### src/rtl/dl_pkg.sv
// Constants and FSM encoding shared between the data-loader controller and the
// coefficient/error MAC consumer.
package dl_pkg;

    localparam int N    = 150;
    localparam int DW   = 8;
    localparam int AW   = 8;
    localparam int ACCW = 2 * DW + $clog2(N);

    typedef enum logic [1:0] {
        LOAD    = 2'd0,
        COMPUTE = 2'd1,
        DRAIN   = 2'd2,
        DONE    = 2'd3
    } state_e;

endpackage

### src/rtl/mac_unit.sv
// Registered signed multiplier feeding an accumulator. The product of one cycle
// is folded into the accumulator on the next, so the caller drains once at the end.
module mac_unit #(
    parameter int DATA_W = 8,
    parameter int ACC_W  = 24
) (
    input  logic                     clk,
    input  logic                     rst,
    input  logic                     clr_i,
    input  logic                     en_i,
    input  logic                     drain_i,
    input  logic signed [DATA_W-1:0] a_i,
    input  logic signed [DATA_W-1:0] b_i,
    output logic signed [ACC_W-1:0]  sum_o
);

    logic signed [2*DATA_W-1:0] prod_q, prod_d;
    logic signed [ACC_W-1:0]    acc_q, acc_d;
    logic                       pv_q, pv_d;

    always_comb begin
        prod_d = prod_q;
        pv_d   = en_i;
        acc_d  = acc_q;
        if (en_i) begin
            prod_d = (2*DATA_W)'(a_i) * (2*DATA_W)'(b_i);
        end
        // pv_q marks prod_q as holding a product from this pass, not a stale one
        if (clr_i) begin
            acc_d = '0;
            pv_d  = 1'b0;
        end else if (pv_q && (en_i || drain_i)) begin
            acc_d = acc_q + ACC_W'(prod_q);
        end
    end

    always_ff @(posedge clk) begin
        if (rst) begin
            prod_q <= '0;
            acc_q  <= '0;
            pv_q   <= 1'b0;
        end else begin
            prod_q <= prod_d;
            acc_q  <= acc_d;
            pv_q   <= pv_d;
        end
    end

    assign sum_o = acc_q + ACC_W'(prod_q);

endmodule

### src/rtl/coef_err_mac.sv
// Captures coefficient and error streams into register files, then runs one
// sum(coef[i]*err[i]) pass and offers the result on a valid/ready handshake.
module coef_err_mac
    import dl_pkg::*;
(
    input  logic                   clk,
    input  logic                   rst,
    input  logic                   en_cc,
    input  logic                   en_err,
    input  logic [AW-1:0]          cnt_in,
    input  logic signed [DW-1:0]   data_in,
    output logic                   busy,
    output logic signed [ACCW-1:0] result,
    output logic                   result_valid,
    input  logic                   result_ready,
    output logic                   protocol_err
);

    logic signed [DW-1:0]   coef_q [N];
    logic signed [DW-1:0]   err_q  [N];

    state_e                 state_q, state_d;
    logic [AW-1:0]          idx_q, idx_d;
    logic signed [ACCW-1:0] result_q, result_d;
    logic                   perr_q, perr_d;

    logic                   in_range, any_wr, bad_wr;
    logic                   wr_cc, wr_err, trigger, last_idx;
    logic                   mac_clr, mac_en, mac_drain;
    logic signed [ACCW-1:0] mac_sum;

    assign in_range = (cnt_in < AW'(N));
    assign any_wr   = en_cc || en_err;
    assign bad_wr   = any_wr && (busy || !in_range || (en_cc && en_err));
    // Coefficient wins a simultaneous write; the dropped error write cannot trigger
    assign wr_cc    = en_cc && !busy && in_range;
    assign wr_err   = en_err && !en_cc && !busy && in_range;
    assign trigger  = wr_err && (cnt_in == AW'(N - 1));
    assign last_idx = (idx_q == AW'(N - 1));

    always_ff @(posedge clk) begin
        if (!rst) begin
            if (wr_cc)  coef_q[cnt_in] <= data_in;
            if (wr_err) err_q[cnt_in]  <= data_in;
        end
    end

    always_ff @(posedge clk) begin
        if (rst) state_q <= LOAD;
        else     state_q <= state_d;
    end

    always_comb begin
        state_d = state_q;
        case (state_q)
            LOAD:    if (trigger)      state_d = COMPUTE;
            COMPUTE: if (last_idx)     state_d = DRAIN;
            DRAIN:                     state_d = DONE;
            DONE:    if (result_ready) state_d = LOAD;
            default:                   state_d = LOAD;
        endcase
    end

    always_comb begin
        busy         = (state_q != LOAD);
        result_valid = (state_q == DONE);
        mac_clr      = trigger;
        mac_en       = (state_q == COMPUTE);
        mac_drain    = (state_q == DRAIN);
    end

    always_comb begin
        idx_d    = idx_q;
        result_d = result_q;
        perr_d   = perr_q || bad_wr;
        if (trigger) begin
            idx_d = '0;
        end else if (state_q == COMPUTE) begin
            idx_d = last_idx ? '0 : idx_q + AW'(1);
        end
        if (state_q == DRAIN) begin
            result_d = mac_sum;
        end
    end

    always_ff @(posedge clk) begin
        if (rst) begin
            idx_q    <= '0;
            result_q <= '0;
            perr_q   <= 1'b0;
        end else begin
            idx_q    <= idx_d;
            result_q <= result_d;
            perr_q   <= perr_d;
        end
    end

    mac_unit #(
        .DATA_W (DW),
        .ACC_W  (ACCW)
    ) u_mac (
        .clk     (clk),
        .rst     (rst),
        .clr_i   (mac_clr),
        .en_i    (mac_en),
        .drain_i (mac_drain),
        .a_i     (coef_q[idx_q]),
        .b_i     (err_q[idx_q]),
        .sum_o   (mac_sum)
    );

    assign result       = result_q;
    assign protocol_err = perr_q;

endmodule

### config.mk
export PLATFORM = sky130hd
export DESIGN_NAME = coef_err_mac
export DESIGN_NICKNAME = d
export VERILOG_FILES = /design/src/rtl/dl_pkg.sv /design/src/rtl/mac_unit.sv /design/src/rtl/coef_err_mac.sv
export SDC_FILE = /design/constraint.sdc
export NUM_CORES = 2
export LEC_CHECK = 0
export ABC_AREA = 1
export BUFFER_PORTS_ARGS = -buffer_cell sky130_fd_sc_hd__buf_2
export CAP_MARGIN = 15
export CORE_MARGIN = 2
export CORE_UTILIZATION = 40
export DETAILED_ROUTE_END_ITERATION = 12
export PLACE_DENSITY_LB_ADDON = 0.3
export SLEW_MARGIN = 40
export SYNTH_ARGS = -nofsm -noshare
export SYNTH_HDL_FRONTEND = slang
export SYNTH_SLANG_ARGS = --single-unit
### constraint.sdc
create_clock -name clk -period 10.4 [get_ports clk]
set_input_delay 2.08 -clock clk [delete_from_list [all_inputs] [get_ports clk]]
set_output_delay 2.08 -clock clk [all_outputs]
set_load 0.03 [all_outputs]
Word level (Yosys, flattened, before mapping)
Memories as Yosys holds them, arrays and structs flattened. A register that Yosys moved wholly into a read port is not among the register bits.
Cells that the tools add are included.
Word-level totals
  register bits after elaboration: 76
  bits in writable memories: 2400
  input bits: 21
  output and inout port bits: 27
  logic and storage cells: 57
  memories: 2
Operators by class
  add/subtract/negate cells: 2
  multipliers: 1
  order comparisons: 1
  eq/ne operators: 8
  muxes and demuxes: 15
  reduce and logical (&&, ||, !) cells: 21
Memories
  coef_q: words 150, bits a word 8, read ports 1, clocked after memory_dff 1, write ports 1, RTL line coef_err_mac.sv:19  | logic signed [DW-1:0] coef_q [N];
  err_q: words 150, bits a word 8, read ports 1, clocked after memory_dff 1, write ports 1, RTL line coef_err_mac.sv:20  | logic signed [DW-1:0] err_q [N];
Operators with widths (number)
  $mux W8: 5
  $add A24 B16 Y24: 1
  $eq A8 B8 Y1 const B: 2
  $mul A8 B8 Y16: 1
  $logic_and A1 B1 Y1: 9
  $add A8 B1 Y8 const B: 1
  $lt A8 B8 Y1 const B: 1
  $pmux W2 S4: 1
  $mux W1: 6
  $mux W2: 3
  $logic_or A1 B1 Y1: 5
  $eq A2 B2 Y1 const B: 2
  $ne A2 B2 Y1 const B: 2
  $logic_not A1 Y1: 3
  $reduce_and A3 Y1: 1
  $eq A2 B1 Y1 const B: 1
  $logic_not A2 Y1: 1
  $ne A2 B1 Y1 const B: 1
  $reduce_bool A2 Y1: 1
  $reduce_or A2 Y1: 1

Logic depth before layout (Yosys ltp)
  depth in word-level cells: 7
  depth in mapped cells: 34
  mapped depth without buffers: 31

By module
Synthesis repeated with hierarchy kept, for this count alone.
Second synthesis, totals
  cell total of the unflattened synthesis: 9366
  area, all modules: 105437.4 um2
Modules (own cells, without submodules)
  coef_err_mac: instances 1, cells an instance 8386, area an instance 99386.6 um2, sequential area each 72929.9 um2
  mac_unit: instances 1, cells an instance 980, area an instance 6050.8 um2, sequential area each 820.8 um2

Worst setup path after synthesis
OpenSTA, ideal clock, no wires.
  kind: flip-flop to flip-flop
  from: register with a tool-made name
  to: register u_mac.prod_q[13]
  data arrival time: 5124 ps
  required time: 10284 ps
  path slack: 5160 ps
  cell stages (with the launch flop): 30
  path buffers: 4
  clock period less this slack: 5240 ps
  cell sequence: dfxtp_1 > inv_2 > buf_6 > buf_4 > buf_4 > buf_2 > o21ai_0 > o22ai_1 > o21ai_0 > o22ai_1 > nand2_1 > nand3_1 > nand2_2 > nor2_1 > fa_1 > fa_1 > inv_1 > fa_1 > fa_1 > inv_1 > ha_1 > a21o_1 > a31oi_1 > inv_1 > a21oi_1 > o21ai_0 > xnor2_1 > nand2_1 > o211ai_1 > inv_1
RTL lines
  end signal, assigned: RTL line mac_unit.sv:43  | prod_q <= prod_d;
  end, declared: RTL line mac_unit.sv:17  | logic signed [2*DATA_W-1:0] prod_q, prod_d;

==> metrics.md <==
| Metric | Value |
|---|---|
| Status | completed |
| CTS Buf Count | 276 |
| Clk buf depth | 4 |
| Commonest non-fill, non-tap cell in the layout | edfxtp_1 |
| Crit Path Max Fanout | 152 |
| CP max stage cell | dfxtp_4 |
| Final Util | 44.97% |
| Final ANT Viol Nets | 0 |
| Final hold vios | 0 |
| # Max-Cap Violations | 0 |
| Worst-path clk slew | 60 ps |
| Switch share | 32.32% |
| Cts repair resizes | 0 |
| Req. time, crit path | 11170 ps |
| CTS tree | built |
| Synth Instances | 8727 |
| CP Capture Type | flop |
| Critical Path Start Type | flop |
| Largest net degree at the start of global routing | 176 |
| Max IR drop VDD | 0.4967 mV |
| Reg-to-Reg End | u_mac.prod_q[13]$_SDFFE_PP0P_ |
| DR DRC count | 0 |
| Die Wd | 512.6 um |
| Routability cong. | 0.8867 |
| Die area | 0.2628 mm^2 |
| Internal power | 18.67 mW |
| Most frequent cells in the layout | 2400 x edfxtp_1, 1247 x nand2_1, 1228 x nor2_1 |
| CP Capture Point | u_mac.prod_q[13]$_SDFFE_PP0P_ |
| Top_reg_cell synth | edfxtp_1 |
| Synth cell types | 39 |
| Fin Setup TNS | 0 ps |
| WP depth | 29 |
| Syn_nets | 8863 |
| Worst path max stage delay | 800 ps |
| Synth top area share | 69.65% |
| H-tree levels | 5 |
| Share of cells above drive strength 1 | 8.766% |
| Largest area contributor in the synthesized netlist | edfxtp_1 |
| Final Max Tran Viols | 0 |
| Crit-path leading delay family | adder cells |
| Leak | 38.59 nW |
| Initial antenna violation count | 7 |
| Clock root buffer | clkbuf_16 |
| CP bufs+invs | 6 |
| Vias | 68814 |
| Post-Place Setup Slack | 2714 ps |
| Mapped cell area | 0.1035 mm^2 |
| P&R area growth vs syn | 11.77% |
| Yosys warns | 0 |
| Final period util | 75.65% |
| Reg2Reg Depth | 29 |
| Clk_lat worst skew | 950 ps |
| Hold Buf Count CTS | 0 |
| Rel. slew slack | 38.94% |
| Max Freq | 127.1 MHz |
| Overflow after GRT | 0 |
| Dpl hpwl | 172.4 mm |
| Number of synthesized flops with an enable pin | 2400 |
| Final net count | 8725 |
| Period minus WS final | 7867 ps |
| Yosys reg bits | 2484 |
| Total track usage | 21.83% |
| Vias in the first global route | 65983 |
| Crit path kind | flop to flop |
| Final worst setup slack | 2533 ps |
| Critical Path Most Common Cell | nand2_1 |
| Ys async rst share | 0% |
| Endpoints failing setup | 0 |
| Flop pwr share | 40.3% |
| Wirelength per Cell | 24.12 um |
| Row cnt | 186 |
| RSZ-0062 raised after global routing | no |
| WHS Path Cells | 2 |
| Vias/cell | 5.652 |
| Postcts setup bufs | 0 |
| Die Height | 512.6 um |
| Core area | 0.2572 mm^2 |
| Ports | 48 |
| Clk pwr share | 33.3% |
| NetSw | 8.913 mW |
| First-pass GRT wire length | 434.7 mm |
| Hold crit path type | flop to flop |
| Top cells by area, synth | edfxtp_1 70%, nor2_1 5.1%, o21ai_0 4.9%, nand2_1 4.5%, nand3_1 4.4% |
| Pin slew with the least headroom to its limit | 915.9 ps |
| CTS Sinks | 2484 |
| First-pass DRT Iterations | 7 |
| Drt first-iter violations | 7980 |
| R2R Setup Slk | 2530 ps |
| Combinational power share | 26.4% |
| Post-Route WL | 293.7 mm |
| Worst Skew | 80.83 ps |
| Seq/Total Area, Yosys | 71.27% |
| WP data arrival | 8630 ps |
| Initial core utilization | 40.24% |
| Synth Area per Inst | 11.86 um^2 |
| Pwr/cell area | 238.5 mW/mm^2 |
| Number of port buffers | 47 |
[layer usage]
layer | global-route usage, % | share of wire (%) | vias to the layer above
met3 | 4.019 | 8.2 | 474
met1 | 30.53 | 42 | 34443
met2 | 34.12 | 46 | 2813
met4 | 7.699 | 3.5 | 2
met5 | 0 | 0.0037 | -
li1 | - | - | 31082
[state kept, by name, indices dropped and copies added, names as in the netlist, named ones only]
| name | flops |
|---|---|
| err_q | 1200 |
| state_q | 2 |
| protocol_err | 1 |
| idx_q | 8 |
| u_mac.acc_q | 24 |
| u_mac.pv_q | 1 |
| result | 24 |
| u_mac.prod_q | 16 |
| coef_q | 1200 |
[logic make-up (layout without fill, tap and decap cells)]
family,Yosys count,after routing,synth area share (%)
and+or+nand+nor,3624,3624,14.34
DFF,2484,2484,71.27
AOI/OAI and AO/OA,1660,1660,8.740
buffers and inverters,810,867,3.559
adders and majority gates,115,115,1.797
xor gates and xnor gates,34,34,0.2878
other,0,8,0
[metrics by stage]
stage | cells | hold slack, ps | power [mW] | instance area (um^2)
final | 12176 | 467.6 | 27.58 | 115700
after CTS | 12164 | 472.0 | 27.61 | 115300
after global routing | 12171 | 489.4 | 28.85 | 115600
after floorplan | 8727 | 445.2 | 16.28 | 103500
after global placement | 11681 | 454.1 | 18.41 | 106500
after detailed placement | 11691 | 463.7 | 18.49 | 107000
[worst register-to-register path, delay by kind of cell (launching register included)]
| family | cells | cell delay (ps) |
|---|---|---|
| adders and majority gates | 5 | 2360 |
| xor gates and xnor gates | 1 | 170 |
| AOI/OAI and AO/OA | 7 | 1180 |
| buffers and inverters | 6 | 1610 |
| DFF | 1 | 800 |
| and+or+nand+nor | 10 | 1610 |
[power groups by stage]
| stage | clock [mW] | sequential, mW | combinational, mW |
|---|---|---|---|
| finish | 9.19 | 11.1 | 7.28 |
| global route | 9.68 | 11.1 | 8.05 |
| CTS | 9.29 | 11.1 | 7.20 |
| detailed placement | 0 | 11.3 | 7.16 |
| global placement | 0 | 11.3 | 7.09 |
| floorplan | 0 | 11.3 | 4.94 |
[cells in the mapped netlist (5+ instances only)]
cell type,n
nand2_2,8
xor2_1,15
edfxtp_1,2400
o21bai_1,5
ha_1,59
buf_6,21
clkbuf_1,243
nand4_1,9
a21oi_1,80
nor3_1,10
inv_2,12
fa_1,56
o211ai_1,26
or2_2,9
nor2_1,1419
inv_1,208
o22ai_1,465
dfxtp_1,84
buf_1,77
o221ai_1,7
nand3_1,917
nand2_1,1247
buf_2,177
xnor2_1,19
o21ai_1,44
o21ai_0,1015
buf_4,70
[how the worst min path moves through the flow]
stage | to | startpoint
2_1_floorplan | u_mac.acc_q[2]$_SDFFE_PP0P_ | u_mac.acc_q[2]$_SDFFE_PP0P_
3_3_place_gp | u_mac.acc_q[2]$_SDFFE_PP0P_ | u_mac.acc_q[2]$_SDFFE_PP0P_
3_5_place_dp | u_mac.acc_q[0]$_SDFFE_PP0P_ | u_mac.acc_q[0]$_SDFFE_PP0P_
4_1_cts | u_mac.acc_q[0]$_SDFFE_PP0P_ | u_mac.acc_q[0]$_SDFFE_PP0P_
5_1_grt | u_mac.acc_q[0]$_SDFFE_PP0P_ | u_mac.acc_q[0]$_SDFFE_PP0P_
6_report | u_mac.acc_q[0]$_SDFFE_PP0P_ | u_mac.acc_q[0]$_SDFFE_PP0P_
[cell type report]
cell class / instances / area, um^2
timing repair buffer: 172 / 1814
multi-input combinational: 5433 / 26620
inverter: 222 / 867.1
tap: 3384 / 4234
clock inverter: 137 / 1046
clock buffer: 336 / 7279
sequential: 2484 / 73770
fill: 23083 / 141500
antenna: 8 / 20.02
Note: power is estimated with default switching activity, not from simulation.
